--- src/rtl/multdiv_pkg.sv ---
// multdiv_pkg
// Shared definitions for the iterative multiply/divide unit:
//   WIDTH   - operand/result width
//   ITERS   - number of shift-add / restoring-divide iterations
//   CNT_W   - iteration counter width (holds ITERS)
//   INT_MIN - most negative WIDTH-bit value
//   state_t - control FSM states
//   magnitude() - absolute value of a two's-complement operand, read as unsigned
package multdiv_pkg;

  localparam int WIDTH = 32;
  localparam int ITERS = WIDTH;
  localparam int CNT_W = 6;

  localparam logic [WIDTH-1:0] INT_MIN = {1'b1, {(WIDTH-1){1'b0}}};

  typedef enum logic [1:0] {
    IDLE = 2'd0,
    MUL  = 2'd1,
    DIV  = 2'd2,
    DONE = 2'd3
  } state_t;

  // INT_MIN maps to itself, which is its correct magnitude when read unsigned.
  function automatic logic [WIDTH-1:0] magnitude(input logic [WIDTH-1:0] value);
    return value[WIDTH-1] ? -value : value;
  endfunction

endpackage

--- src/rtl/multdiv_counter.sv ---
// multdiv_counter
// Iteration counter for the multiply/divide FSM.
// Ports:
//   clock  - system clock, rising edge
//   reset  - asynchronous active-high reset
//   clear  - synchronous clear (new operation accepted)
//   enable - advance by one (one datapath iteration performed)
//   count  - current iteration count
//   done   - count has reached TERMINAL
module multdiv_counter
  import multdiv_pkg::*;
#(
  parameter int BITS     = CNT_W,
  parameter int TERMINAL = ITERS
) (
  input  logic            clock,
  input  logic            reset,
  input  logic            clear,
  input  logic            enable,
  output logic [BITS-1:0] count,
  output logic            done
);

  always_ff @(posedge clock or posedge reset) begin
    if (reset) begin
      count <= '0;
    end else if (clear) begin
      count <= '0;
    end else if (enable) begin
      count <= count + BITS'(1);
    end
  end

  assign done = (count == BITS'(TERMINAL));

endmodule

--- src/rtl/multdiv_unit.sv ---
// multdiv_unit
// Iterative signed multiply (shift-add) / divide (restoring) unit feeding the
// register file write port. Operands are processed as magnitudes; the sign is
// applied when the result is registered, 33 cycles after the start edge.
// Ports:
//   clock, ctrl_reset             - clock and asynchronous active-high reset
//   ctrl_MULT, ctrl_DIV           - one-cycle start pulses (both high = multiply)
//   data_operandA, data_operandB  - signed operands, latched at start
//   ctrl_dstReg                   - destination tag, latched at start
//   data_result, data_exception   - registered result and overflow/div-by-zero flag
//   data_resultRDY                - one-cycle writeback strobe
//   data_dstReg                   - tag belonging to data_result
//   busy                          - operation in flight
// Optional build macro: MULTDIV_EARLY_OUT_EN finishes a multiply with a zero
// operand, or a divide of zero by a nonzero divisor, one edge after start.
module multdiv_unit
  import multdiv_pkg::*;
(
  input  logic             clock,
  input  logic             ctrl_reset,
  input  logic             ctrl_MULT,
  input  logic             ctrl_DIV,
  input  logic [WIDTH-1:0] data_operandA,
  input  logic [WIDTH-1:0] data_operandB,
  input  logic [4:0]       ctrl_dstReg,
  output logic [WIDTH-1:0] data_result,
  output logic             data_exception,
  output logic             data_resultRDY,
  output logic [4:0]       data_dstReg,
  output logic             busy
);

`ifdef MULTDIV_EARLY_OUT_EN
  localparam bit EARLY_OUT = 1'b1;
`else
  localparam bit EARLY_OUT = 1'b0;
`endif

  state_t state, state_next;

  // acc: multiply = {partial product, remaining multiplier bits};
  //      divide   = {partial remainder, dividend bits / quotient bits}.
  logic [2*WIDTH-1:0] acc;
  logic [WIDTH-1:0]   oper;
  logic               negate;
  logic [4:0]         tag;

  logic [CNT_W-1:0] count;
  logic             count_done;
  logic             start;
  logic             step;
  logic             finish;
  logic             early;
  logic             early_zero;

  logic [WIDTH:0]     mul_sum;
  logic [2*WIDTH-1:0] mul_next;
  logic [WIDTH:0]     div_diff;
  logic [2*WIDTH-1:0] div_next;
  logic [2*WIDTH-1:0] prod;
  logic [WIDTH:0]     prod_top;
  logic               mul_exc;
  logic [WIDTH-1:0]   quot;
  logic               div_exc;
  logic [WIDTH-1:0]   fin_result;
  logic               fin_exc;

  assign start = ctrl_MULT | ctrl_DIV;

  multdiv_counter #(
    .BITS     (CNT_W),
    .TERMINAL (ITERS)
  ) u_counter (
    .clock  (clock),
    .reset  (ctrl_reset),
    .clear  (start),
    .enable (step),
    .count  (count),
    .done   (count_done)
  );

  // Only meaningful while the counter is still 0, i.e. before any iteration.
  assign early_zero = (state == MUL) ? ((oper == '0) || (acc[WIDTH-1:0] == '0))
                                     : ((acc[WIDTH-1:0] == '0) && (oper != '0));

  always_ff @(posedge clock or posedge ctrl_reset) begin
    if (ctrl_reset) begin
      state <= IDLE;
    end else begin
      state <= state_next;
    end
  end

  // A start in any state wins, so an in-flight operation is silently dropped.
  always_comb begin
    state_next     = state;
    step           = 1'b0;
    finish         = 1'b0;
    early          = 1'b0;
    busy           = 1'b0;
    data_resultRDY = 1'b0;
    case (state)
      IDLE: begin
        state_next = IDLE;
      end
      MUL, DIV: begin
        busy = 1'b1;
        if (count_done) begin
          finish     = 1'b1;
          state_next = DONE;
        end else if (EARLY_OUT && (count == '0) && early_zero) begin
          finish     = 1'b1;
          early      = 1'b1;
          state_next = DONE;
        end else begin
          step = 1'b1;
        end
      end
      DONE: begin
        data_resultRDY = 1'b1;
        state_next     = IDLE;
      end
      default: begin
        state_next = IDLE;
      end
    endcase
    if (start) begin
      state_next = ctrl_MULT ? MUL : DIV;
      step       = 1'b0;
      finish     = 1'b0;
      early      = 1'b0;
    end
  end

  // One iteration of each algorithm plus the signed completion values.
  always_comb begin
    mul_sum  = {1'b0, acc[2*WIDTH-1:WIDTH]} + (acc[0] ? {1'b0, oper} : '0);
    mul_next = {mul_sum, acc[WIDTH-1:1]};

    div_diff = {1'b0, acc[2*WIDTH-2:WIDTH-1]} - {1'b0, oper};
    div_next = div_diff[WIDTH] ? {acc[2*WIDTH-2:0], 1'b0}
                               : {div_diff[WIDTH-1:0], acc[WIDTH-2:0], 1'b1};

    // Product fits in WIDTH bits only when the top WIDTH+1 bits all match.
    prod     = negate ? -acc : acc;
    prod_top = prod[2*WIDTH-1:WIDTH-1];
    mul_exc  = ~((&prod_top) | (~|prod_top));

    // A positive quotient of magnitude 2^(WIDTH-1) only arises from INT_MIN / -1.
    quot    = negate ? -acc[WIDTH-1:0] : acc[WIDTH-1:0];
    div_exc = (oper == '0) || ((acc[WIDTH-1:0] == INT_MIN) && !negate);

    fin_result = '0;
    fin_exc    = 1'b0;
    if (!early) begin
      if (state == MUL) begin
        fin_result = prod[WIDTH-1:0];
        fin_exc    = mul_exc;
      end else begin
        fin_result = (oper == '0) ? '0 : quot;
        fin_exc    = div_exc;
      end
    end
  end

  always_ff @(posedge clock or posedge ctrl_reset) begin
    if (ctrl_reset) begin
      acc            <= '0;
      oper           <= '0;
      negate         <= 1'b0;
      tag            <= '0;
      data_result    <= '0;
      data_exception <= 1'b0;
      data_dstReg    <= '0;
    end else begin
      if (start) begin
        negate <= data_operandA[WIDTH-1] ^ data_operandB[WIDTH-1];
        tag    <= ctrl_dstReg;
        if (ctrl_MULT) begin
          acc  <= {{WIDTH{1'b0}}, magnitude(data_operandB)};
          oper <= magnitude(data_operandA);
        end else begin
          acc  <= {{WIDTH{1'b0}}, magnitude(data_operandA)};
          oper <= magnitude(data_operandB);
        end
      end else if (step) begin
        acc <= (state == MUL) ? mul_next : div_next;
      end
      if (finish) begin
        data_result    <= fin_result;
        data_exception <= fin_exc;
        data_dstReg    <= tag;
      end
    end
  end

endmodule
--- config.mk ---
export PLATFORM = sky130hd
export DESIGN_NAME = multdiv_unit
export DESIGN_NICKNAME = d
export VERILOG_FILES = /design/src/rtl/multdiv_pkg.sv /design/src/rtl/multdiv_counter.sv /design/src/rtl/multdiv_unit.sv
export SDC_FILE = /design/constraint.sdc
export NUM_CORES = 1
export LEC_CHECK = 0
export ABC_AREA = 1
export CAP_MARGIN = 20
export CORE_MARGIN = 5
export CORE_UTILIZATION = 25
export DETAILED_ROUTE_END_ITERATION = 7
export SETUP_SLACK_MARGIN = 0.05
export SYNTH_ARGS = -nofsm -noshare
export SYNTH_HDL_FRONTEND = slang
export SYNTH_SLANG_ARGS = --single-unit
--- constraint.sdc ---
create_clock -name clock -period 15.5 [get_ports clock]
set_clock_uncertainty 0.2 [all_clocks]
set_input_delay 3.875 -clock clock [delete_from_list [all_inputs] [get_ports clock]]
set_output_delay 3.875 -clock clock [all_outputs]
set_load 0.01 [all_outputs]
==> metrics.yaml <==
fp.dieW_um: 254.7
clock_path_buffers: 2
netlist_top_cells_count: "605 x nand2_1, 316 x inv_1, 299 x nor2_1"
cts_made_buffers: 17
drc_errors: 0
syn-cell-area_mm2: 0.01497
io_buffers: 112
die-area_mm2: 0.06488
leakage_uw: 0.008471
arrival_ns: 6.50
areaGrowthSynthToFinish_pct: 16.67
hpwl_mm: 49.58
setup_viol: 0
vias: 16430
rr_endpoint: "acc[61]$_DFFE_PP0P_"
grt-ovfl-total: 0
synth.largest_area_cell: "dfrtp_1"
cp-endpoint: "data_result[26]$_DFFE_PP0P_"
synth_flop_cell: "dfrtp_1"
regToRegSetupSlack_ns: 11.68
postSynthCellCount: 2399
worst_path_max_delay_cell: "nand2_1"
crit_type: "primary input to register"
cp-end-kind: "register"
synth_edf_count: 0
avgViaCountPerCell: 5.048
avgSynthCellArea_um2: 6.240
internal_power_uw: 852.7
ctsHoldBuffers: 0
fmax_ghz: 0.1587
nets: 2616
ant_nets: 0
drt-wirelength-per-cell_um: 18.65
synth_warnings: 0
drive_gt1_share_pct: 4.472
core_area_mm2: 0.05913
cts_tree: "yes"
fp-row-count: 89
cp.required_ns: 15.70
cts.clk_slew.worst_paths_ns: 0.07
die_y_um: 254.7
cts-root-buf: "clkbuf_16"
start_util_pct: 25.32
drt_iter0_markers: 1814
power_uw: 1534
io_pins: 113
period_share_pct: 40.65
status: "complete, no violations"
p_sw_share_pct: 44.41
yosysSeqAreaShare_pct: 24.74
critPathLaunch: "ctrl_MULT"
relSlewSlack_pct: 43.89
grt_start_max_net_pins: 92
synth_nets: 2545
critical_path.max_fanout: 56
insertion_delay_ns: 0.45
worst_pin_slew_ns: 0.8407
slowest_delay_ns: 0.47
h-tree-depth: 4
p_switching_uw: 681.3
cts_resized: 0
first_global_vias: 15210
critPathLaunchType: "primary input"
peakVddDrop_mv: 0.07615
critPathTopFamily: "buffers and inverters"
drt-total-wl_mm: 60.70
power_density_mw_per_mm2: 87.83
slew_viol_final: 0
pwr-share-comb_pct: 39.0
synth_seq_cells: 148
gp_congestion: 1.007
cp.buffers_inverters: 6
synth.most_common_cell: "nand2_1"
power_frac_clock_pct: 28.6
synth_area_leaders: "dfrtp_1 25%, nand2_1 15%, inv_1 7.9%, nor2_1 7.5%, o21ai_0 6.7%"
reg2reg_depth: 17
critical_path_depth: 13
cap_violations: 0
fin_setup_tns_ns: 0
dr.pass1.iters: 7
grt_pass1_wl_mm: 91.74
r2r-start: "acc[31]$_DFFE_PP0P_"
hold_class: "register to register"
cts_setup_buffers: 0
period_needed_ns: 6.301
synth_cell_types: 61
utilization_pct: 29.54
hold_viol: 0
synth_top_area_share_pct: 24.74
clock_sinks: 148
antenna_cells: 0
fill_cells: 6579
antenna_found_initial: 0
pwr-share-seq_pct: 32.4
critical_path.cell_chain: "buf_2 -> buf_4 -> nor2_2 -> buf_4 -> inv_2 -> nor2_1 -> nand2_1 -> inv_1 -> nand2_1 -> inv_2 -> o21ai_0 -> a21oi_1 -> a21o_1"
async_flop_share_pct: 100.0
grt_setup_unrepaired: "false"
track_usage_pct: 18.10
## flip-flops by register name, indices dropped and copies added (netlist names)
register         flops
data_exception       1
data_dstReg          5
u_counter.count      6
tag                  5
oper                32
state                2
acc                 64
negate               1
data_result         32
## kinds of logic (layout without fill, tap and decap cells)
| family | after synthesis | count (layout) | synth area share [%] |
|---|---|---|---|
| AND/OR/NAND/NOR | 1155 | 1155 | 32.51 |
| AO/OA/AOI/OAI | 521 | 521 | 20.25 |
| buffers and inverters | 398 | 481 | 10.21 |
| flip-flops | 148 | 148 | 24.74 |
| XOR/XNOR | 104 | 104 | 6.084 |
| adder cells (fa/ha/maj) | 73 | 73 | 6.201 |
## worst min-delay path, stage by stage (launching register included)
cell	delay, ns
dfrtp_1	0.34
nand2_1	0.05
o21ai_0	0.06
## power groups by stage
stage / clock network, µW / logic (µW) / registers (µW)
global route: 455 / 666 / 499
floorplan: 0 / 411 / 463
finish: 438 / 599 / 497
CTS: 440 / 589 / 492
detailed placement: 0 / 586 / 500
global placement: 0 / 585 / 500
## final cells by class
| class | instances | area, µm² | share of cell area [%] |
|---|---|---|---|
| clock inverter | 14 | 171.4 | 0.9814 |
| timing repair buffer | 126 | 1221 | 6.992 |
| multi-input combinational | 1853 | 9751 | 55.83 |
| tap | 773 | 967.2 | 5.538 |
| inverter | 324 | 1225 | 7.013 |
| sequential | 148 | 3705 | 21.21 |
| clock buffer | 17 | 425.4 | 2.436 |
## metal layers
metal,vias up,track usage [%],part of all wire [%]
li1,8030,-,-
met1,7608,25.97,45
met2,707,27.80,44
met3,87,3.406,8.1
met4,0,5.219,2.8
met5,-,0,0
## stage by stage
step	hold slack (ns)	std cells	instance area [µm²]	setup WS [ns]
floorplan	0.2984	2399	14970	7.445
global placement	0.2673	3224	16870	8.777
detailed placement	0.2721	3224	16870	8.721
CTS	0.2903	3255	17470	9.229
global route	0.3281	3255	17470	8.887
finish	0.2838	3255	17470	9.199
## worst min-delay path by stage
stage / startpoint / end / slack [ns] / cells after the start
global placement: data_dstReg[1]$_DFFE_PP0P_ / data_dstReg[1]$_DFFE_PP0P_ / 0.27 / 2
detailed placement: data_result[12]$_DFFE_PP0P_ / data_result[12]$_DFFE_PP0P_ / 0.27 / 2
CTS: data_result[12]$_DFFE_PP0P_ / data_result[12]$_DFFE_PP0P_ / 0.29 / 2
global route: data_dstReg[1]$_DFFE_PP0P_ / data_dstReg[1]$_DFFE_PP0P_ / 0.33 / 2
floorplan: oper[29]$_DFFE_PP0N_ / oper[29]$_DFFE_PP0N_ / 0.30 / 2
finish: data_result[10]$_DFFE_PP0P_ / data_result[10]$_DFFE_PP0P_ / 0.28 / 2
## layout by cell type (no fill, tap or decap), types with 16 or more instances in the layout
master           instances
a22oi_1                 16
xor2_1                  80
ha_1                    71
o21ai_0                200
nand3_1                141
clkdlybuf4s50_1        111
o21ai_1                 21
nor2_1                 296
inv_1                  315
o211ai_1                29
xnor2_1                 24
dfrtp_1                147
a21oi_1                161
clkbuf_16               17
nand2_1                605
nor3_1                  21
nand4_1                 37
Note: power is estimated with default switching activity, not from simulation.
